===== config.mk =====
export PLATFORM = sky130hd
export DESIGN_NAME = lpht
export DESIGN_NICKNAME = d
export VERILOG_FILES = /design/src/rtl/fetch_pkg.sv /design/src/rtl/sat_ctr_next.sv /design/src/rtl/lpht.sv
export SDC_FILE = /design/constraint.sdc
export NUM_CORES = 2
export LEC_CHECK = 0
export CAP_MARGIN = 20
export CORE_UTILIZATION = 55
export CTS_BUF_LIST = sky130_fd_sc_hd__clkbuf_16
export CTS_CLUSTER_DIAMETER = 120
export DETAILED_ROUTE_END_ITERATION = 16
export HOLD_SLACK_MARGIN = 0.05
export PLACE_DENSITY_LB_ADDON = 0.12
export SYNTH_ARGS = -nofsm -noshare
export SYNTH_HDL_FRONTEND = slang
export SYNTH_HIERARCHICAL = 1
export SYNTH_SLANG_ARGS = --single-unit

===== constraint.sdc =====
create_clock -name clock -period 36.7 [get_ports clock]
set_input_delay 7.34 -clock clock [delete_from_list [all_inputs] [get_ports clock]]
set_output_delay 7.34 -clock clock [all_outputs]
set_load 0.02 [all_outputs]

===== src/rtl/fetch_pkg.sv =====
// Types and constants shared by the fetch-stage predictors: BHT, local PHT and chooser.
package fetch_pkg;

    localparam int LHIST_W = 10;
    localparam int LCNT_W  = 3;

    localparam logic [LCNT_W-1:0] LPHT_INIT_VAL = 3'b011;

    typedef enum logic {
        LPHT_INIT = 1'b0,
        LPHT_RUN  = 1'b1
    } lpht_state_e;

endpackage


===== src/rtl/sat_ctr_next.sv =====
// Next value of an unsigned saturating counter: up_i steps toward all-ones, otherwise toward zero.
module sat_ctr_next #(
    parameter int CNT_W = 3
) (
    input  logic [CNT_W-1:0] cnt_i,
    input  logic             up_i,
    output logic [CNT_W-1:0] cnt_o
);

    localparam logic [CNT_W-1:0] CNT_MAX  = '1;
    localparam logic [CNT_W-1:0] CNT_ZERO = '0;
    localparam logic [CNT_W-1:0] CNT_ONE  = CNT_W'(1);

    // Saturating step; the extreme values are sticky in their own direction.
    always_comb begin
        cnt_o = cnt_i;
        if (up_i) begin
            if (cnt_i != CNT_MAX) cnt_o = cnt_i + CNT_ONE;
            else                  cnt_o = CNT_MAX;
        end else begin
            if (cnt_i != CNT_ZERO) cnt_o = cnt_i - CNT_ONE;
            else                   cnt_o = CNT_ZERO;
        end
    end

endmodule


===== src/rtl/lpht.sv =====
// Local pattern history table: 2**IDX_W saturating counters indexed by BHT local history,
// registered lookup, write-first update bypass and a post-reset init sweep.
module lpht
    import fetch_pkg::*;
#(
    parameter int               IDX_W    = LHIST_W,
    parameter int               CNT_W    = LCNT_W,
    parameter logic [CNT_W-1:0] INIT_VAL = LPHT_INIT_VAL
) (
    input  logic             clock,
    input  logic             reset,
    input  logic             lpht_rd_valid_i,
    input  logic [IDX_W-1:0] lpht_rd_hist_i,
    output logic             lpht_pred_valid_o,
    output logic             lpht_pred_taken_o,
    output logic [CNT_W-1:0] lpht_pred_cnt_o,
    input  logic             lpht_upd_en_i,
    input  logic [IDX_W-1:0] lpht_upd_hist_i,
    input  logic             lpht_upd_taken_i,
    output logic             lpht_ready_o
);

    localparam int BANK_W = IDX_W / 2;
    localparam int ROW_W  = IDX_W - BANK_W;
    localparam int NBANK  = 2 ** BANK_W;
    localparam int NROW   = 2 ** ROW_W;

    localparam logic [IDX_W-1:0] IDX_MAX = '1;
    localparam logic [IDX_W-1:0] IDX_ONE = IDX_W'(1);

    lpht_state_e      state_q, state_d;
    logic [IDX_W-1:0] init_idx_q, init_idx_d;
    logic             ready_q, ready_d;
    logic             pred_valid_q, pred_valid_d;
    logic             pred_taken_q, pred_taken_d;
    logic [CNT_W-1:0] pred_cnt_q, pred_cnt_d;

    logic                        run_s;
    logic                        upd_fire_s;
    logic                        wr_en_s;
    logic [IDX_W-1:0]            wr_idx_s;
    logic [CNT_W-1:0]            wr_data_s;
    logic [NBANK-1:0]            bank_we_s;
    logic [NBANK-1:0][CNT_W-1:0] rd_bank_s;
    logic [NBANK-1:0][CNT_W-1:0] upd_bank_s;
    logic [CNT_W-1:0]            upd_cur_s;
    logic [CNT_W-1:0]            upd_next_s;
    logic [CNT_W-1:0]            rd_cnt_s;

    assign run_s      = (state_q == LPHT_RUN);
    assign upd_fire_s = run_s & lpht_upd_en_i;

    // The single write port is owned by the init sweep until RUN, then by committed updates.
    assign wr_en_s   = ~run_s | upd_fire_s;
    assign wr_idx_s  = run_s ? lpht_upd_hist_i : init_idx_q;
    assign wr_data_s = run_s ? upd_next_s : INIT_VAL;

    // One-hot bank write enable so only the addressed bank clocks new data.
    always_comb begin
        bank_we_s = '0;
        if (wr_en_s) bank_we_s[wr_idx_s[IDX_W-1:ROW_W]] = 1'b1;
        else         bank_we_s = '0;
    end

    for (genvar b = 0; b < NBANK; b++) begin : g_bank
        logic [CNT_W-1:0] bank_q [NROW];

        // Bank storage; contents are defined by the init sweep rather than by reset.
        always_ff @(posedge clock) begin
            if (bank_we_s[b]) bank_q[wr_idx_s[ROW_W-1:0]] <= wr_data_s;
        end

        assign rd_bank_s[b]  = bank_q[lpht_rd_hist_i[ROW_W-1:0]];
        assign upd_bank_s[b] = bank_q[lpht_upd_hist_i[ROW_W-1:0]];
    end

    assign upd_cur_s = upd_bank_s[lpht_upd_hist_i[IDX_W-1:ROW_W]];

    sat_ctr_next #(
        .CNT_W (CNT_W)
    ) u_sat_ctr_next (
        .cnt_i (upd_cur_s),
        .up_i  (lpht_upd_taken_i),
        .cnt_o (upd_next_s)
    );

    // Write-first: a lookup colliding with this cycle's update sees the trained value.
    assign rd_cnt_s = (upd_fire_s && (lpht_upd_hist_i == lpht_rd_hist_i))
                    ? upd_next_s
                    : rd_bank_s[lpht_rd_hist_i[IDX_W-1:ROW_W]];

    // Init sweep sequencing and lookup result capture.
    always_comb begin
        state_d      = state_q;
        init_idx_d   = init_idx_q;
        pred_cnt_d   = pred_cnt_q;
        pred_taken_d = pred_taken_q;
        case (state_q)
            LPHT_INIT: begin
                init_idx_d = init_idx_q + IDX_ONE;
                if (init_idx_q == IDX_MAX) state_d = LPHT_RUN;
                else                       state_d = LPHT_INIT;
            end
            LPHT_RUN: begin
                state_d = LPHT_RUN;
            end
            default: begin
                state_d    = LPHT_INIT;
                init_idx_d = '0;
            end
        endcase
        ready_d      = (state_d == LPHT_RUN);
        pred_valid_d = lpht_rd_valid_i & ready_q;
        if (pred_valid_d) begin
            pred_cnt_d   = rd_cnt_s;
            pred_taken_d = rd_cnt_s[CNT_W-1];
        end else begin
            pred_cnt_d   = pred_cnt_q;
            pred_taken_d = pred_taken_q;
        end
    end

    // Control and output registers with synchronous reset.
    always_ff @(posedge clock) begin
        if (reset) begin
            state_q      <= LPHT_INIT;
            init_idx_q   <= '0;
            ready_q      <= 1'b0;
            pred_valid_q <= 1'b0;
            pred_taken_q <= 1'b0;
            pred_cnt_q   <= '0;
        end else begin
            state_q      <= state_d;
            init_idx_q   <= init_idx_d;
            ready_q      <= ready_d;
            pred_valid_q <= pred_valid_d;
            pred_taken_q <= pred_taken_d;
            pred_cnt_q   <= pred_cnt_d;
        end
    end

    assign lpht_pred_valid_o = pred_valid_q;
    assign lpht_pred_taken_o = pred_taken_q;
    assign lpht_pred_cnt_o   = pred_cnt_q;
    assign lpht_ready_o      = ready_q;

endmodule


* Word-level counts from Yosys, hierarchy flattened
Memories as Yosys holds them, arrays and structs flattened.
Index checks and enable logic that the tools add are counted.
** Storage, ports and cells
- Bits in registers :: 16
- RAM bits :: 3072
- Input bits :: 25
- Output and inout bits :: 6
- Word-level logic and storage cells :: 133
- Memories :: 32
** Memories
- g_bank[0].bank_q :: depth 32, width 3, rd ports 2, clocked after memory_dff 0, wr ports 1, RTL line lpht.sv:66 : logic [CNT_W-1:0] bank_q [NROW];
- g_bank[10].bank_q :: depth 32, width 3, rd ports 2, clocked after memory_dff 0, wr ports 1, RTL line lpht.sv:66
- g_bank[11].bank_q :: depth 32, width 3, rd ports 2, clocked after memory_dff 0, wr ports 1, RTL line lpht.sv:66
- g_bank[12].bank_q :: depth 32, width 3, rd ports 2, clocked after memory_dff 0, wr ports 1, RTL line lpht.sv:66
- g_bank[13].bank_q :: depth 32, width 3, rd ports 2, clocked after memory_dff 0, wr ports 1, RTL line lpht.sv:66
- g_bank[14].bank_q :: depth 32, width 3, rd ports 2, clocked after memory_dff 0, wr ports 1, RTL line lpht.sv:66
- 26 more memories
** Cells by class
- $add $sub $neg :: 3
- Magnitude comparators :: 4
- Equality and inequality tests :: 3
- Multiplexer cells :: 79
- Bitwise operators :: 4
- Reduce and logical (&&, ||, !) cells :: 3
** Operator list (number)
- 2-to-1 mux 1 bit :: 66
- 2-to-1 mux 32 bit :: 1
- binary-select mux 3 bit (select 5 bit) :: 2
- 2-to-1 mux 3 bit :: 7
- less-than comparator 5 x 6 -> 1 bit, second input constant :: 3
- adder 10 x 1 -> 10 bit, second input constant :: 1
- equality test 10 bit :: 1
- equality test 10 bit, second input constant :: 1
- 2-to-1 mux 10 bit :: 1
- demux 1 bit (select 5 bit) :: 1
- greater-or-equal comparator 5 x 1 -> 1 bit, second input constant :: 1
- adder 3 x 1 -> 3 bit, second input constant :: 1
- inequality test 3 bit, second input constant :: 1
- nonzero test 3 bit :: 1
- subtractor 3 x 1 -> 3 bit, second input constant :: 1
- AND 1 bit :: 2
- logical AND 1 bit :: 2
- case mux 1 bit (2 select lines) :: 1
- inverter 1 bit :: 1
- OR 1 bit :: 1

* Depth between registers and ports, before layout
- Word-level depth :: 8
- Mapped depth :: 22
- Mapped depth without buffers :: 18

* Modules after synthesis
The synthesis kept the hierarchy.
** Modules (own cells, without submodules)
- lpht :: times used 1, cells each 8490, area each 147561.5 um^2, seq. area each 92548.8 um^2
- sat_ctr_next :: times used 1, cells each 17, area each 110.1 um^2, seq. area each 0.0 um^2

* Worst setup path after synthesis
OpenSTA, ideal clock, no wires.
- Path kind :: input -> register
- Start :: input port lpht_upd_hist_i[0]
- End :: memory g_bank[0].bank_q[0][2] (data pin)
- Library setup time :: 2.879 ns
- Data arrival time :: 23.549 ns
- Required time :: 33.821 ns
- Setup slack :: 10.272 ns
- Cell stages on the path :: 18
- Path buffers :: 5
- Cells stage by stage :: buf_2 > buf_4 > buf_4 > buf_2 > buf_2 > mux4_2 > a22oi_1 > a21oi_1 > nor3_1 > nor2_1 > o311ai_1 > nand3_1 > inv_1 > ha_1 > inv_1 > or4_1 > nand3_1 > and2_1
** Between the ends
- Cells in the longest elaborated chain, start to end :: 7
- Elaborated cells between the ends (all ways) :: 42
- Classes of those cells :: add/sub: 2; eq/ne: 1; mux: 6; reduce/logical: 1; memory: 32
** Ends and longest elaborated chain
- start: declaration :: RTL line lpht.sv:18 : input logic [IDX_W-1:0] lpht_upd_hist_i,
- memory read (32 x 3 bit)
- binary-select mux 3 bit (select 5 bit) (*) :: RTL line lpht.sv:77 : assign upd_cur_s = upd_bank_s[lpht_upd_hist_i[IDX_W-1:ROW_W]];
- 2-to-1 mux 3 bit (implied by the code) (*) :: RTL line lpht.sv:77
- named net upd_cur_s[0] :: RTL line lpht.sv:46 : logic [CNT_W-1:0] upd_cur_s;
- subtractor 3 x 1 -> 3 bit (tied with other cells) :: RTL line sat_ctr_next.sv:21 : if (cnt_i != CNT_ZERO) cnt_o = cnt_i - CNT_ONE;
- 2-to-1 mux 3 bit, on equally long branches :: RTL line sat_ctr_next.sv:21, sat_ctr_next.sv:18
- 2-to-1 mux 3 bit (*) :: RTL line sat_ctr_next.sv:17 : if (up_i) begin
- named net upd_next_s[2] :: RTL line lpht.sv:47 : logic [CNT_W-1:0] upd_next_s;
- 2-to-1 mux 3 bit (*) :: RTL line lpht.sv:56 : assign wr_data_s = run_s ? upd_next_s : INIT_VAL;
- named net wr_data_s[2] :: RTL line lpht.sv:42 : logic [CNT_W-1:0] wr_data_s;
- end: declaration :: RTL line lpht.sv:66
Mark *: on every way through the listed nets, which the timed path passes. The rest lies on a longest branch. The select of a mux whose other input is x is not followed.

* Final worst setup path
- Start :: input port lpht_upd_hist_i[0]
- End :: memory g_bank[15].bank_q[23][1] (data pin)
** Between the ends
- Cells in the longest elaborated chain, start to end :: 7
- Elaborated cells between the ends (all ways) :: 42
- Classes of those cells :: add/sub: 2; eq/ne: 1; mux: 6; reduce/logical: 1; memory: 32
** Ends and longest elaborated chain (RTL line)
- memory read (32 x 3 bit)
- binary-select mux 3 bit (select 5 bit) (*) :: lpht.sv:77
- 2-to-1 mux 3 bit (implied by the code) (*) :: lpht.sv:77
- named net upd_cur_s[1] :: lpht.sv:46
- subtractor 3 x 1 -> 3 bit (tied with other cells) :: sat_ctr_next.sv:21
- 2-to-1 mux 3 bit, on equally long branches :: sat_ctr_next.sv:21, sat_ctr_next.sv:18
- 2-to-1 mux 3 bit (*) :: sat_ctr_next.sv:17
- named net upd_next_s[1] :: lpht.sv:47
- 2-to-1 mux 3 bit (*) :: lpht.sv:56
- named net wr_data_s[1] :: lpht.sv:42
- end: declaration :: lpht.sv:66
Marks and branches as above.

==> reports/metrics.cfg <==
[global_routing]
grt_pass1_wl_um=722000
antenna_found_initial=39
grt_pass1_vias=91024
grt_overflow_total=0
globalRouteTotalUtil_pct=38.6
grt_start_max_net_pins=266

[synthesis]
yosys.cell_types.count=82
synthArstFlopShare_pct=0
yosys_warnings=6
synthesis.instances=8507
synth_fp_nets=8536
syn_avg_cell_area_um2=17.4
synth-seq-cells=3087
synth_enable_flop_cells=3072
ys_seq_area_share_pct=62.7
dominantRegCellSynth=sky130_fd_sc_hd__edfxtp_1
syn-cell-area_mm2=0.148

[sta]
skew_ns=0.0560
timing.final.setup_violations=0
final_hold_viol_count=0
fmax_ghz=0.0543
timing_max_transition_violations_final=1
layout_min_cycle_time_ns=18.41
aggregate_negative_setup_slack_ns=0
period_share_pct=50.2
max-slew-margin-rel_pct=-1.20
tightest_slew_ns=1.52
rsz0062_at_grt=no

[routing]
drt_first_iter_violations=16348
post-route-drc-count=0
via_total_after_detailed_routing=93617
dr.pass1.iters=8
vias_per_cell=7.67
totalWireLength_um=523000
antenna_left=0
wire_per_inst_um=42.9

[cells_and_area]
instances_no_fill=12207
multi_input_comb_area_mm2=0.0516
post_route_cells_drive_above_1_share_pct=26.3
final-seq-area_mm2=0.0926
layout.nets=8419
fill_cells=19002
layout-area-overhead-vs-synth_pct=9.90
finish.instance_area_mm2=0.162

[die]
core_area_mm2=0.266
die_height_um=520
initial_utilization_pct=55.5
top_level_ports=31
rows=189
die_x_um=520
fp.dieArea_mm2=0.271

[clock_tree]
cts_repair_resize_count=0
cts_max_path_buffers=4
cts_hold_repair.buffers=0
cts_tree=yes
numCtsBuffers=325
library_cell_used_as_clock_root_buffer=sky130_fd_sc_hd__clkbuf_16
clkSlewWorstSetupHoldPaths_ns=0.06
clock_insertion_delay_worst_skew_ns=0.95
cts_num_sinks=3087
postCtsSetupRepairBufs=0
htreeDepth=5

[power_and_ir_drop]
final_total_pwr_uw=7740
maximum_vdd_drop_uv=42.0
leakage_uw=0.0528
pwr_density_cell_mw_per_mm2=47.7

[setup_path]
startpoint_type=primary input
crit_required_ns=37.27
worstSetupEndpointType=flop
r2r_cells=18
critical_path_class=in -> reg
critical_path_peak_fanout=207
worstPathArrival_ns=18.98

[run_status]
violations=max-slew violations
status=complete, but fails checks

[place]
place_hpwl_um=332000
post-place-cells=11586
place.port_buffers=30
finalWeightedCongestion=0.990
place_area_mm2=0.151

[worst_hold_path]
min-delay-path-class=reg -> reg
timing.hold.worst_path_depth=2

[job]
number_of_max_cap_violations=0

[state kept, by name, indices dropped and copies added, names as in the netlist]
register	flops
lpht_pred_taken_o	1
lpht_pred_valid_o	1
lpht_ready_o	1
lpht_pred_cnt_o	2
g_bank.bank_q	3072
init_idx_q	10
[path summary, 6_finish.rpt]
| check | startpoint | end | slack (ns) |
|---|---|---|---|
| max reg2reg | g_bank[10].bank_q[27][0] | g_bank[15].bank_q[23][1] | 28.44 |
| min | init_idx_q[8] | init_idx_q[8] | 0.51 |
| max | lpht_upd_hist_i[0] | g_bank[15].bank_q[23][1] | 18.29 |
| min reg2reg | init_idx_q[8] | init_idx_q[8] | 0.51 |
[synthesized netlist by cell type (31+ instances only)]
cell | count | area share [%]
sky130_fd_sc_hd__edfxtp_1 | 3072 | 62
sky130_fd_sc_hd__mux4_2 | 1396 | 21
sky130_fd_sc_hd__nor2_1 | 1132 | 2.9
sky130_fd_sc_hd__mux2i_1 | 488 | 3.3
sky130_fd_sc_hd__clkbuf_1 | 360 | 0.92
sky130_fd_sc_hd__a22oi_1 | 348 | 1.8
sky130_fd_sc_hd__nand2_1 | 291 | 0.74
sky130_fd_sc_hd__buf_2 | 217 | 0.74
sky130_fd_sc_hd__a21oi_1 | 138 | 0.47
sky130_fd_sc_hd__o22ai_1 | 106 | 0.45
sky130_fd_sc_hd__nand3_1 | 90 | 0.31
sky130_fd_sc_hd__buf_4 | 78 | 0.40
sky130_fd_sc_hd__nor3_1 | 60 | 0.20
sky130_fd_sc_hd__buf_1 | 57 | 0.14
sky130_fd_sc_hd__a221oi_1 | 51 | 0.30
sky130_fd_sc_hd__a22o_1 | 45 | 0.27
sky130_fd_sc_hd__buf_6 | 41 | 0.31
sky130_fd_sc_hd__nor4_1 | 36 | 0.15
sky130_fd_sc_hd__nand4_1 | 35 | 0.15
sky130_fd_sc_hd__o21ai_0 | 34 | 0.12
sky130_fd_sc_hd__o221ai_1 | 31 | 0.18
[logic make-up after synthesis]
| logic type | Yosys count | synth area share, % |
|---|---|---|
| muxes | 1912 | 24.9 |
| xor gates and xnor gates | 17 | 0.101 |
| and+or+nand+nor | 1778 | 5.09 |
| buffers and inverters | 787 | 2.72 |
| DFF | 3087 | 62.7 |
| adders and majority gates | 4 | 0.0339 |
| AOI/OAI and AO/OA | 922 | 4.46 |
[area by class of cell]
| class | instances | area share, % |
|---|---|---|
| Sequential cell | 3087 | 57.0 |
| Antenna cell | 30 | 0.0463 |
| Multi-Input combinational cell | 4633 | 31.8 |
| Tap cell | 3533 | 2.72 |
| Timing Repair Buffer | 323 | 1.82 |
| Clock inverter | 249 | 1.41 |
| Clock buffer | 332 | 5.12 |
| Inverter | 20 | 0.0547 |
[per-stage QoR]
stage / setup WS [ns] / hold WS, ns / utilization, %
after floorplan: 10.27 / 0.456 / -
after global placement: 17.50 / 0.476 / 56.8
after detailed placement: 17.49 / 0.485 / 56.9
after CTS: 18.48 / 0.496 / 60.9
after global routing: 17.58 / 0.500 / 61.0
final: 18.29 / 0.513 / 61.0
[placed cells by master, fill, tap and decap left out, types with 19 or more instances in the layout]
cell type / n
sky130_fd_sc_hd__a221oi_1: 51
sky130_fd_sc_hd__mux4_2: 1396
sky130_fd_sc_hd__buf_4: 265
sky130_fd_sc_hd__nand2_4: 34
sky130_fd_sc_hd__o221ai_1: 31
sky130_fd_sc_hd__clkinvlp_4: 19
sky130_fd_sc_hd__nand4_1: 35
sky130_fd_sc_hd__bufinv_16: 39
sky130_fd_sc_hd__clkbuf_16: 332
sky130_fd_sc_hd__clkinv_1: 67
sky130_fd_sc_hd__o21ai_0: 34
sky130_fd_sc_hd__inv_1: 66
sky130_fd_sc_hd__o22ai_1: 106
sky130_fd_sc_hd__nand2_1: 255
sky130_fd_sc_hd__nor2b_1: 19
sky130_fd_sc_hd__a22o_1: 45
sky130_fd_sc_hd__nand3_1: 90
sky130_fd_sc_hd__clkinv_2: 55
sky130_fd_sc_hd__nor4_1: 33
sky130_fd_sc_hd__diode_2: 30
sky130_fd_sc_hd__edfxtp_1: 3072
sky130_fd_sc_hd__a211oi_1: 20
sky130_fd_sc_hd__nor3_1: 60
sky130_fd_sc_hd__nor2_1: 1128
sky130_fd_sc_hd__a22oi_1: 348
sky130_fd_sc_hd__a31oi_1: 29
sky130_fd_sc_hd__mux2i_1: 488
sky130_fd_sc_hd__a21oi_1: 138
[where the power goes]
part	internal, uW	switching, uW	leakage [uW]
Sequential	3820	0.754	0.0297
Combinational	208	368	0.0177
Clock	1920	1430	0.00536
[per-layer routing]
layer,global-route usage [%],routed length [um],part of all wire (%),up-vias
li1,-,-,-,35193
met3,13.7,81600,16,1601
met5,0,155,0.030,-
met1,52.0,181000,35,48605
met4,21.7,33800,6.5,24
met2,54.9,227000,43,8194
[worst max-delay path, cell delays in order]
cell                       delay, ns
sky130_fd_sc_hd__buf_16         0.49
sky130_fd_sc_hd__buf_4          0.71
sky130_fd_sc_hd__buf_4          0.77
sky130_fd_sc_hd__buf_4          0.66
sky130_fd_sc_hd__buf_4          0.68
sky130_fd_sc_hd__buf_4          0.76
sky130_fd_sc_hd__mux4_2         0.60
sky130_fd_sc_hd__a22o_1         0.24
sky130_fd_sc_hd__a221oi_1       0.48
sky130_fd_sc_hd__o22ai_1        0.15
sky130_fd_sc_hd__nor4_1         0.84
sky130_fd_sc_hd__buf_4          0.28
sky130_fd_sc_hd__o31ai_1        0.20
sky130_fd_sc_hd__o311ai_1       0.19
sky130_fd_sc_hd__nand3_1        0.14
sky130_fd_sc_hd__inv_1          0.11
sky130_fd_sc_hd__ha_1           0.20
sky130_fd_sc_hd__nor2b_1        0.21
sky130_fd_sc_hd__o21ai_0        0.14
sky130_fd_sc_hd__nand2_1        0.13
sky130_fd_sc_hd__inv_1          0.08
sky130_fd_sc_hd__nand2_4        0.65
sky130_fd_sc_hd__buf_4          0.82
sky130_fd_sc_hd__buf_12         0.63
sky130_fd_sc_hd__buf_4          0.91
(Power assumes the default switching activity.)
